`config.mk`:
```
export PLATFORM = sky130hd
export DESIGN_NAME = pattern_stream_serializer_flat
export DESIGN_NICKNAME = d
export VERILOG_FILES = /design/src/rtl/pattern_stream_serializer_if.sv /design/src/rtl/pattern_stream_serializer.sv /design/src/flat_wrapper.sv
export SDC_FILE = /design/constraint.sdc
export NUM_CORES = 1
export LEC_CHECK = 0
export BUFFER_PORTS_ARGS = -buffer_cell sky130_fd_sc_hd__buf_4
export CAP_MARGIN = 20
export CORE_MARGIN = 4
export CORE_UTILIZATION = 56
export CTS_BUF_LIST = sky130_fd_sc_hd__clkbuf_8
export CTS_CLUSTER_SIZE = 25
export DETAILED_ROUTE_END_ITERATION = 10
export GPL_ROUTABILITY_DRIVEN = 0
export PLACE_DENSITY = 0.81
export SLEW_MARGIN = 30
export SYNTH_ARGS = -nofsm -noshare
export SYNTH_HDL_FRONTEND = slang
export SYNTH_SLANG_ARGS = --single-unit
```
`constraint.sdc`:
```
create_clock -name clk -period 1.8 [get_ports clk]
set_input_delay 0.27 -clock clk [delete_from_list [all_inputs] [get_ports clk]]
set_output_delay 0.27 -clock clk [all_outputs]
set_load 0.02 [all_outputs]
```
`src/rtl/pattern_stream_serializer_if.sv`:
```
// Word-in / bit-out bundle between a word source and the serializer.
// master drives words and observes the serial side; slave is the serializer.
interface pattern_stream_serializer_if #(
    parameter int WIDTH = 8,
    parameter int CNT_W = 8
);
    logic [WIDTH-1:0] din;
    logic             din_valid;
    logic             din_ready;
    logic             sout;
    logic             sout_valid;
    logic             busy;
    logic [CNT_W-1:0] word_cnt;

    modport master (
        output din,
        output din_valid,
        input  din_ready,
        input  sout,
        input  sout_valid,
        input  busy,
        input  word_cnt
    );

    modport slave (
        input  din,
        input  din_valid,
        output din_ready,
        output sout,
        output sout_valid,
        output busy,
        output word_cnt
    );
endinterface

```
`src/rtl/pattern_stream_serializer.sv`:
```
// Parallel-to-serial feeder: one-word holding buffer plus shift register, one bit per clock.
// Latency: accept at edge N, first bit after edge N+1; gapless while the buffer is refilled in time.
// Backpressure: din_ready drops while the holding buffer is full or reset is asserted.
module pattern_stream_serializer #(
    parameter int   WIDTH     = 8,
    parameter int   LSB_FIRST = 0,
    parameter logic IDLE_BIT  = 1'b0,
    parameter int   CNT_W     = 8
) (
    input  logic                        clk,
    input  logic                        rest,
    pattern_stream_serializer_if.slave  bus
);
    localparam int BCNT_W = $clog2(WIDTH);
    localparam logic [BCNT_W-1:0] LAST_IDX = BCNT_W'(WIDTH - 1);

    typedef enum logic {
        S_IDLE  = 1'b0,
        S_SHIFT = 1'b1
    } state_t;

    state_t             r_state;
    logic [WIDTH-1:0]   r_hbuf;
    logic               r_hfull;
    logic [WIDTH-1:0]   r_sreg;
    logic [BCNT_W-1:0]  r_bcnt;
    logic [CNT_W-1:0]   r_word_cnt;

    state_t             w_state_nxt;
    logic [WIDTH-1:0]   w_hbuf_nxt;
    logic               w_hfull_nxt;
    logic [WIDTH-1:0]   w_sreg_nxt;
    logic [BCNT_W-1:0]  w_bcnt_nxt;
    logic [CNT_W-1:0]   w_word_cnt_nxt;

    logic               w_din_ready;
    logic               w_accept;
    logic               w_out_bit;
    logic [WIDTH-1:0]   w_sreg_shifted;

    // Shift direction moves the next bit toward the tapped end; vacated bits fill with zero.
    generate
        if (LSB_FIRST != 0) begin : g_lsb
            assign w_out_bit      = r_sreg[0];
            assign w_sreg_shifted = r_sreg >> 1;
        end else begin : g_msb
            assign w_out_bit      = r_sreg[WIDTH-1];
            assign w_sreg_shifted = r_sreg << 1;
        end
    endgenerate

    assign w_din_ready = !r_hfull && !rest;
    assign w_accept    = bus.din_valid && w_din_ready;

    always_comb begin
        w_state_nxt    = r_state;
        w_hbuf_nxt     = r_hbuf;
        w_hfull_nxt    = r_hfull;
        w_sreg_nxt     = r_sreg;
        w_bcnt_nxt     = r_bcnt;
        w_word_cnt_nxt = r_word_cnt;

        case (r_state)
            S_IDLE: begin
                if (r_hfull) begin
                    w_sreg_nxt  = r_hbuf;
                    w_hfull_nxt = 1'b0;
                    w_bcnt_nxt  = '0;
                    w_state_nxt = S_SHIFT;
                end
            end
            S_SHIFT: begin
                w_sreg_nxt = w_sreg_shifted;
                w_bcnt_nxt = r_bcnt + 1'b1;
                if (r_bcnt == LAST_IDX) begin
                    w_word_cnt_nxt = r_word_cnt + 1'b1;
                    if (r_hfull) begin
                        w_sreg_nxt  = r_hbuf;
                        w_hfull_nxt = 1'b0;
                        w_bcnt_nxt  = '0;
                    end else begin
                        w_state_nxt = S_IDLE;
                    end
                end
            end
            default: w_state_nxt = S_IDLE;
        endcase

        // An accept only happens with the buffer empty, so it never races the reload above.
        if (w_accept) begin
            w_hbuf_nxt  = bus.din;
            w_hfull_nxt = 1'b1;
        end
    end

    always_ff @(posedge clk) begin
        if (rest) begin
            r_state    <= S_IDLE;
            r_hbuf     <= '0;
            r_hfull    <= 1'b0;
            r_sreg     <= '0;
            r_bcnt     <= '0;
            r_word_cnt <= '0;
        end else begin
            r_state    <= w_state_nxt;
            r_hbuf     <= w_hbuf_nxt;
            r_hfull    <= w_hfull_nxt;
            r_sreg     <= w_sreg_nxt;
            r_bcnt     <= w_bcnt_nxt;
            r_word_cnt <= w_word_cnt_nxt;
        end
    end

    assign bus.din_ready  = w_din_ready;
    assign bus.sout       = (r_state == S_SHIFT) ? w_out_bit : IDLE_BIT;
    assign bus.sout_valid = (r_state == S_SHIFT);
    assign bus.busy       = (r_state == S_SHIFT) || r_hfull;
    assign bus.word_cnt   = r_word_cnt;

endmodule

```
`src/flat_wrapper.sv`:
```
// flat-port wrapper written by rule: the top's interface ports become plain ports
module pattern_stream_serializer_flat 
#(
    parameter int   WIDTH     = 8,
    parameter int   LSB_FIRST = 0,
    parameter logic IDLE_BIT  = 1'b0,
    parameter int   CNT_W     = 8
)
  (clk, rest, bus_din, bus_din_valid, bus_din_ready, bus_sout, bus_sout_valid, bus_busy, bus_word_cnt);
  pattern_stream_serializer_if #(.WIDTH(WIDTH), .CNT_W(CNT_W)) bus_i ();
  input  logic clk;
  input  logic rest;
  input wire logic [$bits(bus_i.din)-1:0] bus_din;
  input wire logic [$bits(bus_i.din_valid)-1:0] bus_din_valid;
  output wire logic [$bits(bus_i.din_ready)-1:0] bus_din_ready;
  output wire logic [$bits(bus_i.sout)-1:0] bus_sout;
  output wire logic [$bits(bus_i.sout_valid)-1:0] bus_sout_valid;
  output wire logic [$bits(bus_i.busy)-1:0] bus_busy;
  output wire logic [$bits(bus_i.word_cnt)-1:0] bus_word_cnt;
  assign bus_i.din = bus_din;
  assign bus_i.din_valid = bus_din_valid;
  assign bus_din_ready = bus_i.din_ready;
  assign bus_sout = bus_i.sout;
  assign bus_sout_valid = bus_i.sout_valid;
  assign bus_busy = bus_i.busy;
  assign bus_word_cnt = bus_i.word_cnt;
  pattern_stream_serializer #(.WIDTH(WIDTH), .LSB_FIRST(LSB_FIRST), .IDLE_BIT(IDLE_BIT), .CNT_W(CNT_W)) u_core (.clk(clk), .rest(rest), .bus(bus_i));
endmodule
```
==> impl_metrics.env <==
export IMPL_cts_repair_resized=0
export IMPL_end_kind="output pin"
export IMPL_fmaxAchievable_mhz=604
export IMPL_leakage_uw=0.000590
export IMPL_viasPerCell=5.28
export IMPL_grt_pass1_vias=872
export IMPL_die_area_um2=2920
export IMPL_drc_errors=0
export IMPL_boundaryPins=23
export IMPL_required_ps=1530
export IMPL_hold_buffers=0
export IMPL_start_util_pct=60.0
export IMPL_layout_drive_gt1_share_pct=19.5
export IMPL_setup_viol=0
export IMPL_fin_ws_ps=144
export IMPL_p_comb_share_pct=10.6
export IMPL_grt_usage_pct=18.5
export IMPL_seq_area_frac_synth_pct=48.8
export IMPL_syn_area_per_cell_um2=8.80
export IMPL_synth_cell_types=27
export IMPL_finClkSkew_ps=3.61
export IMPL_p_total_uw=1310
export IMPL_cts_clk_slew_worst_paths_ps=60
export IMPL_ant_nets=0
export IMPL_startpoint="u_core.r_hfull"
export IMPL_area_delta_synth_final_pct=20.9
export IMPL_wirelength_um=2230
export IMPL_dp_cells=178
export IMPL_post_cts_buffers=0
export IMPL_netlist_instances=135
export IMPL_final_cells=186
export IMPL_io_buffers=22
export IMPL_drt_wirelength_per_cell_um=12.0
export IMPL_num_rows=16
export IMPL_fin_nets=172
export IMPL_die_h_um=54.1
export IMPL_antenna_found_initial=0
export IMPL_dp_hpwl_um=1610
export IMPL_chipWidth_um=54.1
export IMPL_tightest_slew_ps=545
export IMPL_clk_latency_ps=270
export IMPL_layout_commonest_cell="dfxtp_1"
export IMPL_outcome="completed"
export IMPL_grt_max_degree=31
export IMPL_final_hold_viol_count=0
export IMPL_p_per_area_nw_per_um2=910
export IMPL_coreArea_um2=1980
export IMPL_cts_made_buffers=5
export IMPL_crit_type="reg -> out"
export IMPL_diodes=0
export IMPL_netSwitchingFraction_pct=24.1
export IMPL_startpoint_type="flip-flop"
export IMPL_switchingPower_uw=315
export IMPL_cts_tree="built"
export IMPL_slew_limit_headroom_pct=63.6
export IMPL_ys_warn_count=0
export IMPL_firstDrtPassIters=5
export IMPL_vdd_drop_max_uv=746
export IMPL_pre_cts_ws_ps=205
export IMPL_clockBufferDepth=2
export IMPL_crit_arrival_ps=1390
export IMPL_drv_cap=0
export IMPL_slew_viol_final=0
export IMPL_netlist_area_um2=1190
export IMPL_synth_seq_cells=29
export IMPL_power_frac_seq_pct=53.5
export IMPL_final_cell_mix="dfxtp_1 (29), buf_4 (23), nand2_1 (20)"
export IMPL_vias=983
export IMPL_htreeDepth=2
export IMPL_p_clk_share_pct=35.9
export IMPL_grt_ovfl_total=0
export IMPL_rsz0062_at_grt="no"
export IMPL_crit_reg2reg_launch="u_core.r_bcnt[0]"
export IMPL_r2r_slack_ps=220
export IMPL_period_share_pct=92.0
export IMPL_intPower_uw=993
export IMPL_fillerInstances=160
export IMPL_layout_min_cycle_time_ps=1660
export IMPL_cp_max_fo=15
export IMPL_synth_nets=149
export IMPL_cts_sinks=29
export IMPL_hp_class="in -> reg"
export IMPL_hold_start="bus_din[3]"
export IMPL_tns_ps=0
export IMPL_grt_first_pass_wirelength_um=3730
export IMPL_clock_root_buffer="clkbuf_8"
export IMPL_drt_iter0_drc=8
[sequential cells by signal, indices dropped and copies added, names as in the netlist]
signal                 flops
u_core.bus.word_cnt        8
u_core.r_hbuf              8
u_core.bus.sout_valid      1
u_core.r_hfull             1
u_core.r_bcnt              3
u_core.r_sreg              8
[logic make-up after synthesis]
group	after synthesis	share of synthesized area, %
AO/OA/AOI/OAI	31	16.0
XOR/XNOR	2	1.47
adder cells (fa/ha/maj)	3	3.16
buffers and inverters	10	4.11
flip-flops	29	48.8
multiplexers	8	6.74
AND/OR/NAND/NOR	52	19.7
[per-layer routing]
| layer | vias to the layer above | GRT usage [%] | wire length, um |
|---|---|---|---|
| li1 | 514 | - | - |
| met1 | 442 | 20.4 | 949 |
| met2 | 23 | 30.2 | 1110 |
| met3 | 4 | 8.31 | 154 |
| met4 | 0 | 8.71 | 23 |
| met5 | - | 0 | 0 |
[synth_stat cells]
cell type,number,area [um2]
nor2_1,18,67.6
nand2b_1,1,6.26
inv_1,2,7.51
o31ai_1,1,7.51
a21oi_1,15,75.1
nor2b_1,2,12.5
a22oi_1,2,15.0
buf_6,1,11.3
nand3_1,3,15.0
nand4_1,1,6.26
dfxtp_1,29,581
xnor2_1,1,8.76
xor2_1,1,8.76
and2_1,1,6.26
buf_4,1,7.51
inv_2,1,3.75
a21boi_2,1,11.3
o21ai_0,4,20.0
nand4_2,1,12.5
ha_1,3,37.5
a2bb2oi_1,1,8.76
or3_1,4,25.0
nand2_1,20,75.1
clkbuf_1,5,18.8
mux2i_1,8,80.1
or4_1,1,7.51
a211oi_1,7,52.6
[worst paths after layout]
check	end	cells past startpoint
max	bus_busy	3
min	u_core.r_hbuf[3]	3
max reg2reg	u_core.r_sreg[3]	6
min reg2reg	u_core.r_hbuf[0]	2
[stage by stage]
step	util [%]	cell area [um2]	hold WS, ps
after floorplan	-	1190	406
final	72.5	1440	242
after CTS	72.5	1440	235
after global routing	72.5	1440	232
after global placement	68.5	1360	445
after detailed placement	68.5	1360	447
[cell type report]
cell class                 count  area (um2)  area share (%)
clock buffer                   5        68.8            4.79
clock inverter                 3        11.3           0.783
inverter                       3        11.3           0.783
multi-input combinational     96         559            38.9
sequential                    29         581            40.4
tap                           27        33.8            2.35
timing repair buffer          23         173            12.0
[critical path: stages, from the launching register on]
cell	delay (ps)
dfxtp_1	390
nor2_1	330
inv_2	190
buf_4	200
[power by group through the flow]
| stage | Combinational, uW | Clock (uW) | Sequential (uW) |
|---|---|---|---|
| after floorplan | 102 | 0 | 708 |
| after global placement | 133 | 0 | 711 |
| after detailed placement | 139 | 0 | 713 |
| after CTS | 140 | 482 | 699 |
| after global routing | 157 | 515 | 704 |
| final | 139 | 470 | 700 |
(Power assumes the default switching activity.)
